===== src/rtl/alu_seq_pkg.sv =====
// Shared definitions for the two-pass 32-bit add/subtract sequencer:
// op codes, ALU select codes, FSM states and NZCV bit positions.
package alu_seq_pkg;

    localparam int unsigned DATA_W = 32;
    localparam int unsigned ALU_W  = 16;
    localparam int unsigned NZCV_W = 4;

    localparam logic [1:0] OP_ADD = 2'b00;
    localparam logic [1:0] OP_ADC = 2'b01;
    localparam logic [1:0] OP_SUB = 2'b10;
    localparam logic [1:0] OP_SBC = 2'b11;

    localparam logic [1:0] S_ADD = 2'b00;
    localparam logic [1:0] S_ADC = 2'b01;
    localparam logic [1:0] S_SUB = 2'b10;
    localparam logic [1:0] S_SBC = 2'b11;

    localparam int unsigned NZCV_N = 3;
    localparam int unsigned NZCV_Z = 2;
    localparam int unsigned NZCV_C = 1;
    localparam int unsigned NZCV_V = 0;

    typedef enum logic [1:0] {
        ST_IDLE = 2'b00,
        ST_LO   = 2'b01,
        ST_HI   = 2'b10,
        ST_RESP = 2'b11
    } state_t;

    typedef struct packed {
        logic [1:0]        op;
        logic [DATA_W-1:0] a;
        logic [DATA_W-1:0] b;
    } req_t;

    // ALU select for the low pass.
    function automatic logic [1:0] lo_sel(input logic [1:0] op);
        logic [1:0] sel;
        sel = S_ADD;
        case (op)
            OP_ADD:  sel = S_ADD;
            OP_ADC:  sel = S_ADC;
            OP_SUB:  sel = S_SUB;
            default: sel = S_SBC;
        endcase
        return sel;
    endfunction

    // ALU select for the high pass: always the carry-consuming flavour.
    function automatic logic [1:0] hi_sel(input logic [1:0] op);
        return (op == OP_SUB || op == OP_SBC) ? S_SBC : S_ADC;
    endfunction

    function automatic logic uses_flag_c(input logic [1:0] op);
        return (op == OP_ADC || op == OP_SBC);
    endfunction

endpackage


===== src/rtl/alu_seq32.sv =====
// Two-pass 32-bit add/subtract sequencer driving an external 16-bit ALU.
// Optional ALU_SEQ_SHORT16_EN adds req_w16 for single-pass 16-bit operations.
module alu_seq32
    import alu_seq_pkg::*;
(
    input  logic              clk,
    input  logic              rst,
    input  logic              req_valid,
    output logic              req_ready,
    input  logic [1:0]        req_op,
    input  logic [DATA_W-1:0] req_a,
    input  logic [DATA_W-1:0] req_b,
`ifdef ALU_SEQ_SHORT16_EN
    input  logic              req_w16,
`endif
    output logic [ALU_W-1:0]  alu_a,
    output logic [ALU_W-1:0]  alu_b,
    output logic [1:0]        alu_s,
    output logic              alu_cin,
    input  logic [ALU_W-1:0]  alu_result,
    input  logic              alu_n,
    input  logic              alu_z,
    input  logic              alu_c,
    input  logic              alu_v,
    output logic              rsp_valid,
    input  logic              rsp_ready,
    output logic [DATA_W-1:0] rsp_result,
    output logic [NZCV_W-1:0] rsp_nzcv,
    output logic [NZCV_W-1:0] flags
);

    state_t             state, state_nxt;
    req_t               req_q, req_nxt;
    logic [ALU_W-1:0]   lo_res, lo_res_nxt;
    logic               lo_z, lo_z_nxt;
    logic               lo_c, lo_c_nxt;
    logic [DATA_W-1:0]  rsp_result_nxt;
    logic [NZCV_W-1:0]  rsp_nzcv_nxt;
    logic [NZCV_W-1:0]  flags_nxt;
    logic [ALU_W-1:0]   alu_a_nxt, alu_b_nxt;
    logic [1:0]         alu_s_nxt;
    logic               alu_cin_nxt;
    logic               req_ready_nxt;
    logic               rsp_valid_nxt;
`ifdef ALU_SEQ_SHORT16_EN
    logic               w16_q, w16_nxt;
`endif

    // Registers: state plus every output, so the ALU sees clean flop outputs.
    always_ff @(posedge clk or posedge rst) begin
        if (rst) begin
            state      <= ST_IDLE;
            req_q      <= '0;
            lo_res     <= '0;
            lo_z       <= 1'b0;
            lo_c       <= 1'b0;
            rsp_result <= '0;
            rsp_nzcv   <= '0;
            flags      <= '0;
            alu_a      <= '0;
            alu_b      <= '0;
            alu_s      <= '0;
            alu_cin    <= 1'b0;
            req_ready  <= 1'b1;
            rsp_valid  <= 1'b0;
`ifdef ALU_SEQ_SHORT16_EN
            w16_q      <= 1'b0;
`endif
        end else begin
            state      <= state_nxt;
            req_q      <= req_nxt;
            lo_res     <= lo_res_nxt;
            lo_z       <= lo_z_nxt;
            lo_c       <= lo_c_nxt;
            rsp_result <= rsp_result_nxt;
            rsp_nzcv   <= rsp_nzcv_nxt;
            flags      <= flags_nxt;
            alu_a      <= alu_a_nxt;
            alu_b      <= alu_b_nxt;
            alu_s      <= alu_s_nxt;
            alu_cin    <= alu_cin_nxt;
            req_ready  <= req_ready_nxt;
            rsp_valid  <= rsp_valid_nxt;
`ifdef ALU_SEQ_SHORT16_EN
            w16_q      <= w16_nxt;
`endif
        end
    end

    // Next state, captures, and the ALU drive for whichever pass is entered next.
    always_comb begin
        state_nxt      = state;
        req_nxt        = req_q;
        lo_res_nxt     = lo_res;
        lo_z_nxt       = lo_z;
        lo_c_nxt       = lo_c;
        rsp_result_nxt = rsp_result;
        rsp_nzcv_nxt   = rsp_nzcv;
        flags_nxt      = flags;
        alu_a_nxt      = '0;
        alu_b_nxt      = '0;
        alu_s_nxt      = '0;
        alu_cin_nxt    = 1'b0;
`ifdef ALU_SEQ_SHORT16_EN
        w16_nxt        = w16_q;
`endif

        case (state)
            ST_IDLE: begin
                if (req_valid) begin
                    req_nxt.op = req_op;
                    req_nxt.a  = req_a;
                    req_nxt.b  = req_b;
`ifdef ALU_SEQ_SHORT16_EN
                    w16_nxt    = req_w16;
`endif
                    state_nxt  = ST_LO;
                end
            end
            ST_LO: begin
                lo_res_nxt = alu_result;
                lo_z_nxt   = alu_z;
                lo_c_nxt   = alu_c;
                state_nxt  = ST_HI;
`ifdef ALU_SEQ_SHORT16_EN
                if (w16_q) begin
                    rsp_result_nxt = {{ALU_W{1'b0}}, alu_result};
                    rsp_nzcv_nxt   = {alu_n, alu_z, alu_c, alu_v};
                    flags_nxt      = {alu_n, alu_z, alu_c, alu_v};
                    state_nxt      = ST_RESP;
                end
`endif
            end
            ST_HI: begin
                rsp_result_nxt = {alu_result, lo_res};
                rsp_nzcv_nxt   = {alu_n, lo_z & alu_z, alu_c, alu_v};
                flags_nxt      = {alu_n, lo_z & alu_z, alu_c, alu_v};
                state_nxt      = ST_RESP;
            end
            ST_RESP: begin
                if (rsp_ready) begin
                    state_nxt = ST_IDLE;
                end
            end
            default: state_nxt = ST_IDLE;
        endcase

        // On accept req_nxt already holds the incoming operands.
        case (state_nxt)
            ST_LO: begin
                alu_a_nxt   = req_nxt.a[ALU_W-1:0];
                alu_b_nxt   = req_nxt.b[ALU_W-1:0];
                alu_s_nxt   = lo_sel(req_nxt.op);
                alu_cin_nxt = uses_flag_c(req_nxt.op) ? flags[NZCV_C] : 1'b0;
            end
            ST_HI: begin
                alu_a_nxt   = req_nxt.a[DATA_W-1:ALU_W];
                alu_b_nxt   = req_nxt.b[DATA_W-1:ALU_W];
                alu_s_nxt   = hi_sel(req_nxt.op);
                alu_cin_nxt = lo_c_nxt;
            end
            default: ;
        endcase

        req_ready_nxt = (state_nxt == ST_IDLE);
        rsp_valid_nxt = (state_nxt == ST_RESP);
    end

endmodule


===== config.mk =====
export PLATFORM = sky130hd
export DESIGN_NAME = alu_seq32
export DESIGN_NICKNAME = d
export VERILOG_FILES = /design/src/rtl/alu_seq_pkg.sv /design/src/rtl/alu_seq32.sv
export SDC_FILE = /design/constraint.sdc
export NUM_CORES = 1
export LEC_CHECK = 0
export ABC_AREA = 1
export CORE_UTILIZATION = 48
export CTS_CLUSTER_SIZE = 20
export DETAILED_ROUTE_END_ITERATION = 10
export GPL_TIMING_DRIVEN = 0
export PLACE_DENSITY = 0.91
export RECOVER_POWER = 25
export SLEW_MARGIN = 20
export SYNTH_ARGS = -nofsm -noshare
export SYNTH_HDL_FRONTEND = slang
export SYNTH_SLANG_ARGS = --single-unit

===== constraint.sdc =====
create_clock -name clk -period 7.2 [get_ports clk]
set_input_delay 1.8 -clock clk [delete_from_list [all_inputs] [get_ports clk]]
set_output_delay 1.8 -clock clk [all_outputs]
set_load 0.02 [all_outputs]

==> flow_summary_export.csv, run 1 <==
group,metric,value,unit
worst_hold_path,worst_hold_path_type,"register to register",
critical_path,end_kind,"output port",
critical_path,reg2reg_depth,6,
timing,fin_tns_setup,0,ps
critical_path,cp_data_arrival_time,1660,ps
yosys,yosysWarningCount,0,
grt,grt_use_total,25.5,%
grt,grt_pass1_wl,21.4,mm
outcome,run_status,"finished clean",
critical_path,setup.reg_to_reg.worst_slack,5270,ps
pwr,leakage_power,0.00362,uW
clock_tree,setup_buffers_after_cts,0,
pwr,power_frac_seq,34.9,%
grt,first_global_vias,4533,
layout,finalNetCount,805,
job,maxCapViolCount,0,
timing,clock.fmax,0.289,GHz
die,placeableCoreArea,9910,um^2
yosys,synth_compound_area_share,6.83,%
die,die_width,104,um
layout,layout-drive-gt1-share,8.67,%
pwr,p_int,2140,uW
yosys,yosys.area_share.simple,20.3,%
place,place.port_buffers,165,
timing,setup_viol,0,
pwr,switching_share,36.6,%
timing,grt_setup_unrepaired,"false",
clock_tree,clk_pin_slew_worst_paths,60,ps
critical_path,timing_worst_setup_path_type,"register to output port",
clock_tree,cts_buffers,17,
grt,maximum_number_of_pins_on_one_net_before_global_route_repair,65,
pwr,net-switching-power,1230,uW
route,postRouteWirelength,12.8,mm
layout,ff_latch_area,3130,um^2
critical_path,cp_num_buf_inv,2,
die,num_rows,36,
die,initial_utilization,50.3,%
grt,grt_antenna_before_repair,0,
yosys,synth-xor-area-share,0,%
route,met2_length,6.53,mm
timing,layout_skew,8.80,ps
route,topRoutingLayerUsed,"met4",
clock_tree,cts_tree,"built",
yosys,yosys-mux-area-fraction,0,%
route,routed_via_density,5.12,
clock_tree,holdBufCountCts,0,
timing,slew_headroom,62.6,%
critical_path,worst-endpoint-required,5400,ps
place,gp_congestion,0.801,
timing,timing.final.crit_period,3460,ps
route,detailedRoute.firstIterationViolations,184,
yosys,combinational_family_with_the_most_area_after_synthesis,"simple AND/OR/NAND/NOR gates",
yosys,cell_types_occupying_the_most_area_after_synthesis,"dfrtp_1 62%, nand2_1 11%, nand3_1 8.6%, inv_1 3.9%, o21ai_1 3.7%",
timing,worst_slew_pin_slew,561,ps
yosys,postSynthAreaPerCell,9.40,um^2
route,drtPass1Iterations,5,
die,die_height,104,um
layout,fillCellCount,707,
yosys,post_synth_instance_area,4980,um^2
yosys,netlist_instances,530,
yosys,synth_seq_area_share,62.8,%
die,die-area,10800,um^2
route,route.vias.total,4399,
layout,final_cells,860,
yosys,synth_fp_nets,620,
route,drcViolationCount,0,
yosys,synth.top_cell.area_share,62.3,%
pwr,ir_worst_vdd,0.000206,V
worst_hold_path,hold_depth,2,
yosys,synthArstFlopShare,100,%
timing,final-hold-violation-count,0,
yosys,dominantRegCellSynth,"dfrtp_1",
yosys,number_of_synthesized_register_bits,125,
pwr,comb_power_share,40.3,%
clock_tree,clock_sink_count,125,
clock_tree,cts_root_buf,"clkbuf_8",
layout,multi_input_area,1350,um^2
place,post-dp-hpwl,9.28,mm
route,wl_per_cell,14.9,um
pwr,design_power_total,3370,uW
critical_path,crit_path_start_kind,"register",
yosys,yosys.cell_types.count,19,
layout,finish.utilization,74.4,%
critical_path,crit_path_max_incr_delay,590,ps
yosys,post_synth_top_area_cell,"dfrtp_1",
critical_path,timing.critical_path.depth,2,
route,detailroute.wirelength.met3,808,um
timing,timing.final.crit_share,48.0,%
yosys,synth_edf_count,0,
critical_path,path_delay_family,"buffers and inverters",
yosys,synthAdderAreaFrac,0,%
critical_path,path_cells,"buf_4, clkdlybuf4s50_1",
grt,overflow,0,
critical_path,critical_path.max_fanout,4,
pwr,power_frac_clock,24.8,%
layout,area_growth,48.1,%
route,met1_length,5.15,mm
clock_tree,clock_latency,520,ps
pwr,powerDensity,457,nW/um^2
clock_tree,clock_tree.buffer_depth,2,
place,dp_cells,829,
layout,antenna_cells,0,
timing,max_slew_violations,0,
critical_path,crit_path_top_delay_cell,"clkdlybuf4s50_1",
die,num_io_pins,167,
clock_tree,cts.htree.levels,4,
clock_tree,quantity_of_gates_resized_following_cts,0,
route,drtAntennaViolNets,0,
cell usage in the layout (no fill, tap or decap), drive strengths merged, types with 2 or more instances in the layout:
cell / Yosys / layout
clkdlybuf4s50: 0 / 147
bufinv: 0 / 3
dfrtp: 124 / 124
nor2: 2 / 2
nand3: 86 / 86
clkinvlp: 0 / 3
buf: 38 / 29
inv: 54 / 53
clkinv: 0 / 5
nand2: 147 / 147
dlygate4sd3: 0 / 18
clkdlybuf4s25: 0 / 2
o21ai: 68 / 68
clkbuf: 9 / 38
worst paths after layout:
path,startpoint,to
worst max register to register,state[0]$_DFF_PP0_,rsp_result[2]$_DFFE_PP0P_
worst min-delay path,rsp_result[13]$_DFFE_PP0P_,rsp_result[13]$_DFFE_PP0P_
worst max-delay path,flags[1]$_DFFE_PP0P_,rsp_nzcv[1]
max in group asynchronous,rst,alu_b[6]$_DFF_PP0_
min in group asynchronous,rst,alu_b[10]$_DFF_PP0_
worst min register to register,rsp_result[13]$_DFFE_PP0P_,rsp_result[13]$_DFFE_PP0P_
cells by family after synthesis:
logic type | count (synthesis)
AO/OA/AOI/OAI | 68
buffers and inverters | 101
flip-flops | 125
AND/OR/NAND/NOR | 236
worst register-to-register path, stage by stage (launching register included):
cell	delay [ps]
dfrtp_1	420
clkbuf_1	430
clkinv_1	190
nand2_1	260
clkbuf_1	380
nand2_1	120
nand2_1	80
cell type report:
type / instances / share of cell area, %
plain buffers: 47 / 3.48
clock buffers: 21 / 6.09
clock inverters: 10 / 1.90
inverters: 54 / 2.82
multi-input cells: 304 / 18.3
flip-flops and latches: 125 / 42.4
well taps: 133 / 2.26
repair buffers: 166 / 22.8
routing by layer:
metal  track usage (%)  up-vias
met3              6.83       28
met2              44.0      202
met5                 0        -
met1              30.1     2125
li1                  -     2044
met4              10.5        0
state kept, by name, summed over array words and instances, names as in the netlist:
| register | cells |
|---|---|
| alu_s | 2 |
| req_ready | 1 |
| lo_z | 1 |
| req_q | 33 |
| rsp_result | 32 |
| lo_res | 16 |
| flags | 4 |
| alu_b | 16 |
| alu_cin | 1 |
| alu_a | 16 |
| rsp_valid | 1 |
| state | 2 |
synth_stat cells (2+ instances only):
library cell and number:
o21ai_1 37, inv_1 52, buf_6 7, nand3_1 86, clkbuf_1 8, nand2_1 145
dfrtp_1 124, buf_4 11, o21ai_0 31, buf_2 19, inv_2 2
power groups by stage:
stage	logic [uW]	clock network (uW)	registers, uW
2_1_floorplan	584	0	1370
3_3_place_gp	1340	0	1170
3_5_place_dp	1390	0	1180
4_1_cts	1400	842	1170
5_1_grt	1490	878	1210
6_report	1360	837	1180
per-stage QoR:
step	instance area, um^2	worst slack (ps)	hold slack [ps]
final	7370	3740	473
after global routing	7370	3700	493
after CTS	7420	3740	472
after detailed placement	6830	4180	458
after global placement	6800	691	454
after floorplan	4980	2070	441
(Power assumes the default switching activity.)
==> inputs of run 2 (changes only) <==
Settings changed: CORE_UTILIZATION 48 to 45, PLACE_DENSITY 0.91 to 0.86.
Clock period 7.2 ns to 3.3 ns, I/O delays scaled along.
==> flow_summary_export.csv, run 2 (synthesis results as in run 1) <==
group,metric,value,unit
die,num_rows,38,
layout,largest_registers,"req_q (33), rsp_result (32)",
critical_path,crit_end,"rsp_nzcv[1]",
die,die-area,11500,um^2
critical_path,critPathLaunch,"flags[1]$_DFFE_PP0P_",
critical_path,reg2reg_depth,7,
place,placement.cell_area,6900,um^2
layout,layout-drive-gt1-share,10.4,%
pwr,comb_power_share,40.8,%
clock_tree,cts_buffers,17,
clock_tree,quantity_of_gates_resized_following_cts,0,
timing,worst_slew_pin_slew,879,ps
pwr,power_frac_seq,34.2,%
layout,most_common_library_cell_in_the_layout_ignoring_fill_and_taps,"clkdlybuf4s50_1",
job,maxCapViolCount,0,
timing,clock.fmax,0.403,GHz
critical_path,crit_path_start_kind,"register",
die,die_height,107,um
clock_tree,cts.htree.levels,4,
timing,timing.final.crit_share,75.2,%
route,drtAntennaViolNets,0,
place,post-dp-hpwl,9.33,mm
layout,flip_flop_count_of_the_largest_register_after_layout,33,
critical_path,timing_worst_setup_path_type,"register to output port",
clock_tree,holdBufCountCts,0,
die,placeableCoreArea,10800,um^2
die,num_io_pins,167,
timing,max_slew_violations,0,
route,wl_per_cell,15.5,um
critical_path,critical_path.max_fanout,4,
clock_tree,clock_sink_count,125,
timing,timing.final.crit_period,2480,ps
worst_hold_path,worst_hold_path_type,"register to register",
route,drcViolationCount,0,
clock_tree,clock_tree.buffer_depth,2,
layout,finalNetCount,808,
layout,area_growth,50.0,%
grt,first_global_vias,4467,
grt,grt_use_total,24.7,%
pwr,net-switching-power,2770,uW
pwr,ir_worst_vdd,0.000531,V
layout,fin_area,7470,um^2
timing,layout_skew,8.52,ps
critical_path,reg2reg_to,"req_q[60]$_DFF_PP0_",
timing,final-hold-violation-count,0,
pwr,switching_share,36.8,%
place,place_worst_setup_slack,1330,ps
timing,finalWorstSetupSlack,819,ps
place,place.port_buffers,165,
grt,grt_antenna_before_repair,0,
critical_path,worst-endpoint-required,2470,ps
critical_path,rr_startpoint,"state[1]$_DFF_PP0_",
timing,grt_setup_unrepaired,"false",
critical_path,setup.reg_to_reg.worst_slack,1480,ps
clock_tree,clock_latency,510,ps
die,die_width,107,um
place,gp_congestion,0.797,
clock_tree,cts_root_buf,"clkbuf_8",
die,initial_utilization,46.2,%
pwr,power_frac_clock,25.0,%
clock_tree,cts_tree,"built",
clock_tree,setup_buffers_after_cts,0,
layout,final_cell_mix,"163 x clkdlybuf4s50_1, 145 x nand2_1, 124 x dfrtp_1",
clock_tree,clk_pin_slew_worst_paths,60,ps
route,postRouteWirelength,13.4,mm
grt,maximum_number_of_pins_on_one_net_before_global_route_repair,38,
critical_path,cp_data_arrival_time,1660,ps
outcome,run_status,"finished clean",
timing,slew_headroom,41.4,%
pwr,p_int,4750,uW
timing,setup_viol,0,
pwr,powerDensity,1010,nW/um^2
critical_path,end_kind,"output port",
pwr,leakage_power,0.00368,uW
layout,registers.top_by_ff_count,"req_q",
route,drtPass1Iterations,5,
route,detailedRoute.firstIterationViolations,279,
layout,antenna_cells,0,
route,route.vias.total,4347,
grt,grt_pass1_wl,21.5,mm
route,routed_via_density,5.00,
grt,overflow,0,
## run 2: cell count changes in the layout (fill, tap and decap cells not counted), sizes merged
cell	delta
clkdlybuf4s50	+16
dlygate4sd3	-16
buf	+9
clkbuf	-5
clkdlybuf4s25	-1
## run 2: worst min-delay path by stage
stage / start / slack [ps] / cells past startpoint / endpoint
2_1_floorplan: req_q[54]$_DFF_PP0_ / 440 / 2 / req_q[54]$_DFF_PP0_
3_3_place_gp: req_q[56]$_DFF_PP0_ / 450 / 2 / req_q[56]$_DFF_PP0_
3_5_place_dp: rsp_result[9]$_DFFE_PP0P_ / 460 / 2 / rsp_result[9]$_DFFE_PP0P_
4_1_cts: req_q[62]$_DFF_PP0_ / 470 / 2 / req_q[62]$_DFF_PP0_
5_1_grt: req_q[62]$_DFF_PP0_ / 490 / 2 / req_q[62]$_DFF_PP0_
6_report: rsp_result[12]$_DFFE_PP0P_ / 470 / 2 / rsp_result[12]$_DFFE_PP0P_
## run 2: critical path, cell delays in order (launching register included)
cell             delay [ps]
dfrtp_1                 430
buf_4                   140
clkdlybuf4s50_1         580
## run 2: routing by layer
layer	part of all wire, %	routed length, um	vias up	GRT usage [%]
li1	-	-	2056	-
met1	40	5390	2055	29.5
met3	6.9	932	27	6.38
met2	51	6860	209	43.2
met4	1.9	261	0	8.71
met5	0	0	-	0
## run 2: power by group through the flow
stage                     Combinational (uW)  Sequential [uW]  Clock, uW
after CTS                               3100             2570       1900
after global placement                  2940             2550          0
after global routing                    3330             2640       1980
after detailed placement                3050             2570          0
after floorplan                         1270             2980          0
final                                   3060             2570       1880
## run 2: final cells by class
cell class,count,area (um^2)
well taps,140,175
inverters,54,204
plain buffers,47,285
clock buffers,21,469
flip-flops and latches,125,3130
multi-input cells,304,1350
clock inverters,10,138
fillers,829,3320
repair buffers,169,1720
## run 2: stage by stage
stage / total power, uW / cells / utilization, % / TNS, ps / hold slack [ps]
after detailed placement: 5630 / 839 / 63.9 / 0 / 458
final: 7520 / 870 / 69.2 / 0 / 472
after global placement: 5490 / 835 / 63.1 / -6100 / 454
after CTS: 7570 / 870 / 69.5 / 0 / 474
after global routing: 7950 / 870 / 69.2 / 0 / 490
after floorplan: 4260 / 530 / - / 0 / 441
